`config.mk`:
```
export PLATFORM = sky130hd
export DESIGN_NAME = interrupt_request_gen
export DESIGN_NICKNAME = d
export VERILOG_FILES = /design/src/rtl/interrupt_request_gen.sv
export SDC_FILE = /design/constraint.sdc
export NUM_CORES = 1
export LEC_CHECK = 0
export BUFFER_PORTS_ARGS = -buffer_cell sky130_fd_sc_hd__buf_2
export CAP_MARGIN = 20
export CORE_ASPECT_RATIO = 1.5
export CORE_MARGIN = 8
export CORE_UTILIZATION = 35
export CTS_CLUSTER_DIAMETER = 200
export DETAILED_ROUTE_END_ITERATION = 8
export PLACE_DENSITY = 0.55
export SETUP_SLACK_MARGIN = 0.4
export SLEW_MARGIN = 30
export SYNTH_ARGS = -nofsm -noshare
export SYNTH_HDL_FRONTEND = slang
export SYNTH_SLANG_ARGS = --single-unit
```
`constraint.sdc`:
```
create_clock -name clk -period 2.03 [get_ports clk]
set_input_delay 0.3045 -clock clk [delete_from_list [all_inputs] [get_ports clk]]
set_output_delay 0.3045 -clock clk [all_outputs]
set_load 0.01 [all_outputs]
```
`src/rtl/interrupt_request_gen.sv`:
```
// Interrupt request front end: NMI edge detection, reset-button synchronise/debounce,
// halt-aware deferral of single-cycle request pulses, and NMI diagnostics.
module interrupt_request_gen #(
  parameter logic [15:0] DEBOUNCE_CYCLES = 16'd50000,
  parameter bit          POWER_ON_REQ    = 1'b1
) (
  input  logic       clk,
  input  logic       rst,
  input  logic       vblank_flag,
  input  logic       nmi_enable,
  input  logic       reset_button_n,
  input  logic       halt,
  output logic [7:0] ppu_status_out,
  output logic       soft_reset_n,
  output logic       nmi_pending,
  output logic       button_state,
  output logic [7:0] nmi_count,
  output logic       nmi_dropped
);

  typedef enum logic [1:0] {
    BTN_IDLE,
    BTN_PRESS_QUAL,
    BTN_HELD,
    BTN_RELEASE_QUAL
  } btn_state_t;

  logic        sync1, sync2;
  logic        btn_s, btn_s_q;
  logic [15:0] deb_cnt;
  logic        deb_done;
  btn_state_t  btn_st;
  logic        press_accept;

  logic        nmi_line, nmi_line_q, nmi_edge;
  logic        nmi_pulse;
  logic        rst_pending;

  assign btn_s        = ~sync2;
  assign deb_done     = (deb_cnt == DEBOUNCE_CYCLES);
  assign press_accept = (btn_st == BTN_PRESS_QUAL) && btn_s && deb_done;

  assign nmi_line       = vblank_flag & nmi_enable;
  assign nmi_edge       = nmi_line & ~nmi_line_q;
  assign ppu_status_out = {nmi_pulse, 7'b0};

  always_ff @(posedge clk or posedge rst) begin
    if (rst) begin
      sync1   <= 1'b1;
      sync2   <= 1'b1;
      btn_s_q <= 1'b0;
      deb_cnt <= '0;
    end else begin
      sync1   <= reset_button_n;
      sync2   <= sync1;
      btn_s_q <= btn_s;
      if (btn_s != btn_s_q)
        deb_cnt <= '0;
      else if (!deb_done)
        deb_cnt <= deb_cnt + 16'd1;
    end
  end

  // Entering a qualify state always coincides with a btn_s change, so the
  // counter restarts from zero without an explicit clear from the FSM.
  always_ff @(posedge clk or posedge rst) begin
    if (rst) begin
      btn_st       <= BTN_IDLE;
      button_state <= 1'b0;
    end else begin
      unique case (btn_st)
        BTN_IDLE:
          if (btn_s) btn_st <= BTN_PRESS_QUAL;
        BTN_PRESS_QUAL:
          if (!btn_s) begin
            btn_st <= BTN_IDLE;
          end else if (deb_done) begin
            btn_st       <= BTN_HELD;
            button_state <= 1'b1;
          end
        BTN_HELD:
          if (!btn_s) btn_st <= BTN_RELEASE_QUAL;
        BTN_RELEASE_QUAL:
          if (btn_s) begin
            btn_st <= BTN_HELD;
          end else if (deb_done) begin
            btn_st       <= BTN_IDLE;
            button_state <= 1'b0;
          end
        default: btn_st <= BTN_IDLE;
      endcase
    end
  end

  always_ff @(posedge clk or posedge rst) begin
    if (rst) begin
      nmi_line_q  <= 1'b0;
      nmi_pulse   <= 1'b0;
      nmi_pending <= 1'b0;
      nmi_count   <= '0;
      nmi_dropped <= 1'b0;
    end else begin
      nmi_line_q <= nmi_line;
      if (nmi_edge && nmi_pending)
        nmi_dropped <= 1'b1;
      if (!halt) begin
        nmi_pulse   <= nmi_edge | nmi_pending;
        nmi_pending <= 1'b0;
        if (nmi_edge || nmi_pending)
          nmi_count <= nmi_count + 8'd1;
      end else begin
        nmi_pulse   <= 1'b0;
        nmi_pending <= nmi_pending | nmi_edge;
      end
    end
  end

  // The power-on request is simply the reset value of the pending flag.
  always_ff @(posedge clk or posedge rst) begin
    if (rst) begin
      soft_reset_n <= 1'b1;
      rst_pending  <= POWER_ON_REQ;
    end else if (!halt) begin
      soft_reset_n <= ~rst_pending;
      rst_pending  <= press_accept & ~rst_pending;
    end else begin
      soft_reset_n <= 1'b1;
      rst_pending  <= rst_pending | press_accept;
    end
  end

endmodule

```
* After elaboration in Yosys (flattened, before gate mapping)
Cells that the tools add are included.
** Word-level totals
- Input port bits :: 6
- Register bits :: 36
- Logic and storage cells :: 65
- Output and inout bits :: 20
** Operators by class
- Bitwise operators :: 9
- $add $sub $neg :: 2
- Multiplexer cells :: 18
- Reduce and logical (&&, ||, !) cells :: 9
- Eq/ne operators :: 14
** Operators with widths (number)
- two-way mux 16 bit :: 2
- adder 16 x 1 -> 16 bit (second input constant) :: 1
- equality test 16 bit (second input constant) :: 1
- two-way mux 2 bit :: 6
- != test 2 bit (second input constant) :: 6
- adder 8 x 1 -> 8 bit (second input constant) :: 1
- two-way mux 1 bit :: 8
- one-hot mux 2 bit (4 select lines) :: 1
- != test 3 bit (second input constant) :: 2
- AND reduction 5 bit :: 1
- equality test 2 bit (second input constant) :: 2
- NOT 1 bit :: 4
- AND reduction 4 bit :: 1
- AND 1 bit :: 3
- logical AND 1 bit :: 3
- equality test 2 x 1 -> 1 bit (second input constant) :: 1
- zero test 2 bit :: 1
- != test 2 x 1 -> 1 bit (second input constant) :: 1
- OR 1 bit :: 2
- one-hot mux 1 bit (2 select lines) :: 1
- AND reduction 2 bit :: 1
- nonzero test 2 bit :: 1
- logical OR 1 bit :: 1
- != test 1 bit :: 1

* Depth between registers and ports, before layout
- Depth in word-level cells :: 5
- Mapped depth :: 6
- Depth with buffers taken out :: 6

* Worst setup path after synthesis
No wires, ideal clock.
- Path kind :: flip-flop to flip-flop
- Start point :: reg deb_cnt[7]
- End point :: reg button_state
- Data arrival time :: 1.795 ns
- Period minus slack after synthesis :: 1.919 ns
- Setup slack :: 0.111 ns
- Required time :: 1.906 ns
- Stages on the path, launching flop included :: 4
- Buffers on the path :: 0
- Library setup time :: 0.124 ns
- Cell sequence :: dfrtp_1 or4_4 or4_4 a211o_1
** On the way
- Longest elaborated chain between the ends :: 3
- Elaborated cells on any way between the ends :: 4
- Classes of those cells :: eq/ne: 3; reduce/logical: 1
** RTL lines
- start: declaration :: line 30 : logic [15:0] deb_cnt;
- start signal: assignment :: line 60 : deb_cnt <= deb_cnt + 16'd1;
- equality test 16 bit (*) :: line 40 : assign deb_done = (deb_cnt == DEBOUNCE_CYCLES);
- != test 2 bit (no source line)
- AND reduction 5 bit (no source line) (*)
- end signal: assignment :: line 69 : button_state <= 1'b0;
- end signal: assignment :: line 79 : button_state <= 1'b1;
- end signal: assignment :: line 88 : button_state <= 1'b0;
- end: declaration :: line 16 : output logic button_state,
Mark *: on every way between the ends. The rest lies on a longest branch, timed or not.
A chain may end at the register's enable or synchronous reset.

* Worst setup path after layout
- Start point :: reg deb_cnt[11]
- End point :: reg button_state
The elaborated chain is that of the path after synthesis.

==> metrics.log <==
[metrics] area of the die: 7400 sq um
[metrics] height of the die: 101 um
[metrics] worst-skew pair later-pin latency: ~290 ps
[metrics] met1 Use GR: 0.106
[metrics] post-place instance area: 1850 sq um
[metrics] share of final-layout standard cells stronger than drive strength 1: 0.293
[metrics] Max-Cap Viols: 0
[metrics] path type of the worst min-delay path: primary input to asynchronous set/reset pin
[metrics] switching part of the total power: 0.276
[metrics] antenna violations before repair: 0
[metrics] Combinational Power Share: 0.140
[metrics] worst vdd rail ir drop: 0.538 mV
[metrics] top flop regs: deb_cnt: 16 flops, nmi_count: 8 flops
[metrics] cells after synthesis: between 150 and 200
[metrics] share of total power in sequential cells: 0.503
[metrics] I/O pin count: 26
[metrics] total DRC errors in the routed layout: 0
[metrics] remaining antenna violation count: 0
[metrics] RSZ-0062 raised after global routing: yes
[metrics] area of all placed cells without fillers: 2040 sq um
[metrics] Detailed Route WL: between 3000 and 4000 um
[metrics] leading area contributor after synthesis: sky130_fd_sc_hd__dfrtp_1
[metrics] Overflow after GRT: 0
[metrics] run status: complete, no violations
[metrics] share of synthesized registers carrying an async set or reset: 1.00
[metrics] number of enable-type register cells in the synthesized netlist: 0
[metrics] peak-usage layer in the global routing report: met2
[metrics] switching power: 483 uW
[metrics] met2 global-route usage: 0.172
[metrics] most common flop cell mapped by yosys: sky130_fd_sc_hd__dfrtp_1
[metrics] Core Area: 4770 sq um
[metrics] Worst EP arrival: 1940 ps
[metrics] maximum clock path buffer count: 2
[metrics] quantity of hold-fixing buffers added after cts: 0
[metrics] standard-cell rows: 31
[metrics] final period utilization: 0.870
[metrics] total global routing track utilization: 0.0988
[metrics] final number of max-transition violations: 0
[metrics] Worst-path clk slew: 80 ps
[metrics] root buf cell: sky130_fd_sc_hd__clkbuf_8
[metrics] maximum achievable frequency: 567 MHz
[metrics] pin count of the biggest net entering global routing: 37
[metrics] global-route wire length before repair: 5750 um
[metrics] Hold WS: 105 ps
[metrics] number of clock sinks: 36
[metrics] Synth cell types: 36
[metrics] data required time at the worst endpoint: approximately 2200 ps
[metrics] buffers added on ports: 18
[metrics] relative contribution of the clock network to total power: 0.358
[metrics] fraction of post-synthesis cell area in the top cell type by area: 0.470
[metrics] Max Fanout on Critical Path: 3
[metrics] # setup viols final: 0
[metrics] growth of design area from synthesis to finish: 19.7%
[metrics] Avg WL per Cell: between 10 and 15 um
[metrics] number of fillers in the final layout: 471
[metrics] portion of the post-synthesis area used by sequential elements: 0.532
[metrics] Reg with most FFs: deb_cnt
[metrics] Detailed Route Iter0 Violations: 30
[metrics] Fin. Hold Viols: 0
[metrics] final clock skew: 6.56 ps
[metrics] worst setup path category: flop to flop
[metrics] shortest clock period the worst path allows after layout: 1770 ps
[metrics] last weighted congestion value of the routability-driven placer: about 0.77
[metrics] #FFs+latches synth: 36
[metrics] GR Util met3: 0.0258
[metrics] HPWL after detailed placement: between 2000 and 2500 um
[metrics] initial core utilization: 0.357
[metrics] element type at the critical path end: flop
[metrics] power density of the placed cells: 857 nW/um^2
[metrics] diode count: 0
[metrics] main area contributors after synthesis: sky130_fd_sc_hd__dfrtp_1, sky130_fd_sc_hd__xnor2_1, sky130_fd_sc_hd__dfstp_2
[metrics] number of warnings printed during yosys synthesis: 0
[metrics] startpoint type of the worst setup path: flop
[metrics] overall power after layout: 1.75 mW
[metrics] accumulated negative setup slack: 0 ps
[metrics] Largest register FFs: 16
[metrics] CTS tree: done
[metrics] width of the die: 73.0 um
[metrics] vias in the first global route: 1269
[metrics] post-DR vias/cell: 4.89
[metrics] H-Tree Depth: 2
[metrics] mean cell area of the mapped netlist: 11.1 sq um
[metrics] LEAKAGE: 0.870 nW
[metrics] nets: between 150 and 200
[metrics] detailed-routing iteration count for the pre-antenna-repair pass: 4
[metrics] Int Pwr: 1.26 mW
[metrics] Vias: 1222
[metrics] total CTS buffers: 5
[metrics] summed instance area of the synthesized netlist: 1700 sq um
==> final cells by class <==
cell class,instances,area [sq um],area share
Clock inverter,3,42.5,0.0209
Timing Repair Buffer,28,165,0.0810
Tap cell,66,82.6,0.0405
Inverter,7,26.3,0.0129
Multi-Input combinational cell,105,747,0.366
Sequential cell,36,907,0.445
Clock buffer,5,68.8,0.0337
==> kinds of logic after synthesis <==
group,count (synthesis),share of synthesized area
flip-flops,36,0.532
buffers and inverters,18,0.0573
adder cells (fa/ha/maj),3,0.0220
AO/OA/AOI/OAI,14,0.0477
AND/OR/NAND/NOR,58,0.217
other,1,0.00220
multiplexers,3,0.0191
XOR/XNOR,20,0.103
==> worst max-delay path: stages (launching register included) <==
cell                      delay (ps)
sky130_fd_sc_hd__dfrtp_1         380
sky130_fd_sc_hd__or4_4           540
sky130_fd_sc_hd__or4_4           460
sky130_fd_sc_hd__a211o_1         280
==> cells in the mapped netlist, types with 2 or more instances <==
library cell	instances
sky130_fd_sc_hd__nand2b_1	2
sky130_fd_sc_hd__or3_1	2
sky130_fd_sc_hd__inv_1	7
sky130_fd_sc_hd__nand2_1	5
sky130_fd_sc_hd__nor3_1	4
sky130_fd_sc_hd__nand3_1	9
sky130_fd_sc_hd__nor2_1	12
sky130_fd_sc_hd__mux2_2	2
sky130_fd_sc_hd__ha_1	3
sky130_fd_sc_hd__a21boi_0	2
sky130_fd_sc_hd__nand3b_1	2
sky130_fd_sc_hd__nand4_1	5
sky130_fd_sc_hd__and4_1	2
sky130_fd_sc_hd__xnor2_1	15
sky130_fd_sc_hd__and3_1	2
sky130_fd_sc_hd__buf_4	8
sky130_fd_sc_hd__or4_4	2
sky130_fd_sc_hd__dfrtp_1	32
sky130_fd_sc_hd__dfstp_2	4
sky130_fd_sc_hd__a21oi_1	6
sky130_fd_sc_hd__xor2_1	5
sky130_fd_sc_hd__nand4b_1	2
sky130_fd_sc_hd__o21ai_0	3
sky130_fd_sc_hd__nor4_1	3
sky130_fd_sc_hd__clkbuf_1	3
==> what timing repair did <==
| action | in CTS | in global routing |
|---|---|---|
| pin swaps | 1 | 3 |
| setup endpoints to repair | 6 | 8 |
| resized for setup | 0 | 6 |
| setup buffers | 5 | 2 |
==> final timing paths <==
path / cells past startpoint / start / slack (ps) / to
max: 3 / deb_cnt[11] / 260 / button_state
min: 3 / rst / 100 / deb_cnt[1]
max reg2reg: 3 / deb_cnt[11] / 260 / button_state
min reg2reg: 0 / sync1 / 370 / sync2
max in group asynchronous: 3 / rst / 1590 / deb_cnt[4]
min in group clk: 1 / reset_button_n / 110 / sync1
==> power by group through the flow <==
stage / logic [mW] / clock network (mW) / registers [mW]
3_3_place_gp: 0.246 / 0 / 0.885
2_1_floorplan: 0.144 / 0 / 0.893
4_1_cts: 0.250 / 0.644 / 0.879
6_report: 0.244 / 0.625 / 0.878
5_1_grt: 0.280 / 0.673 / 0.889
3_5_place_dp: 0.251 / 0 / 0.890
==> metrics by stage <==
step	setup WS, ps	util	instances
2_1_floorplan	273	-	159
3_3_place_gp	244	0.388	235
3_5_place_dp	226	0.388	235
4_1_cts	274	0.419	248
5_1_grt	231	0.427	250
6_report	265	0.427	250
==> metal layers <==
metal | vias to the layer above | wire [um] | part of all wire
met5 | - | 0 | 0
met4 | 0 | 80 | 0.023
met3 | 8 | 118 | 0.034
met2 | 29 | 1850 | 0.54
met1 | 610 | 1390 | 0.40
li1 | 575 | - | -
==> layout by cell type (no fill, tap or decap), types with 3 or more instances in the layout <==
master / n
sky130_fd_sc_hd__dfstp_2: 4
sky130_fd_sc_hd__nor2_1: 12
sky130_fd_sc_hd__inv_1: 7
sky130_fd_sc_hd__nand2_1: 4
sky130_fd_sc_hd__buf_2: 18
sky130_fd_sc_hd__o21ai_0: 3
sky130_fd_sc_hd__dfrtp_1: 31
sky130_fd_sc_hd__nor3_1: 3
sky130_fd_sc_hd__nand3_1: 9
sky130_fd_sc_hd__buf_4: 10
sky130_fd_sc_hd__a21oi_1: 6
sky130_fd_sc_hd__ha_1: 3
sky130_fd_sc_hd__clkbuf_8: 5
sky130_fd_sc_hd__xnor2_1: 15
sky130_fd_sc_hd__conb_1: 7
sky130_fd_sc_hd__xor2_1: 5
sky130_fd_sc_hd__nand4_1: 5
Note: power is estimated with default switching activity, not from simulation.
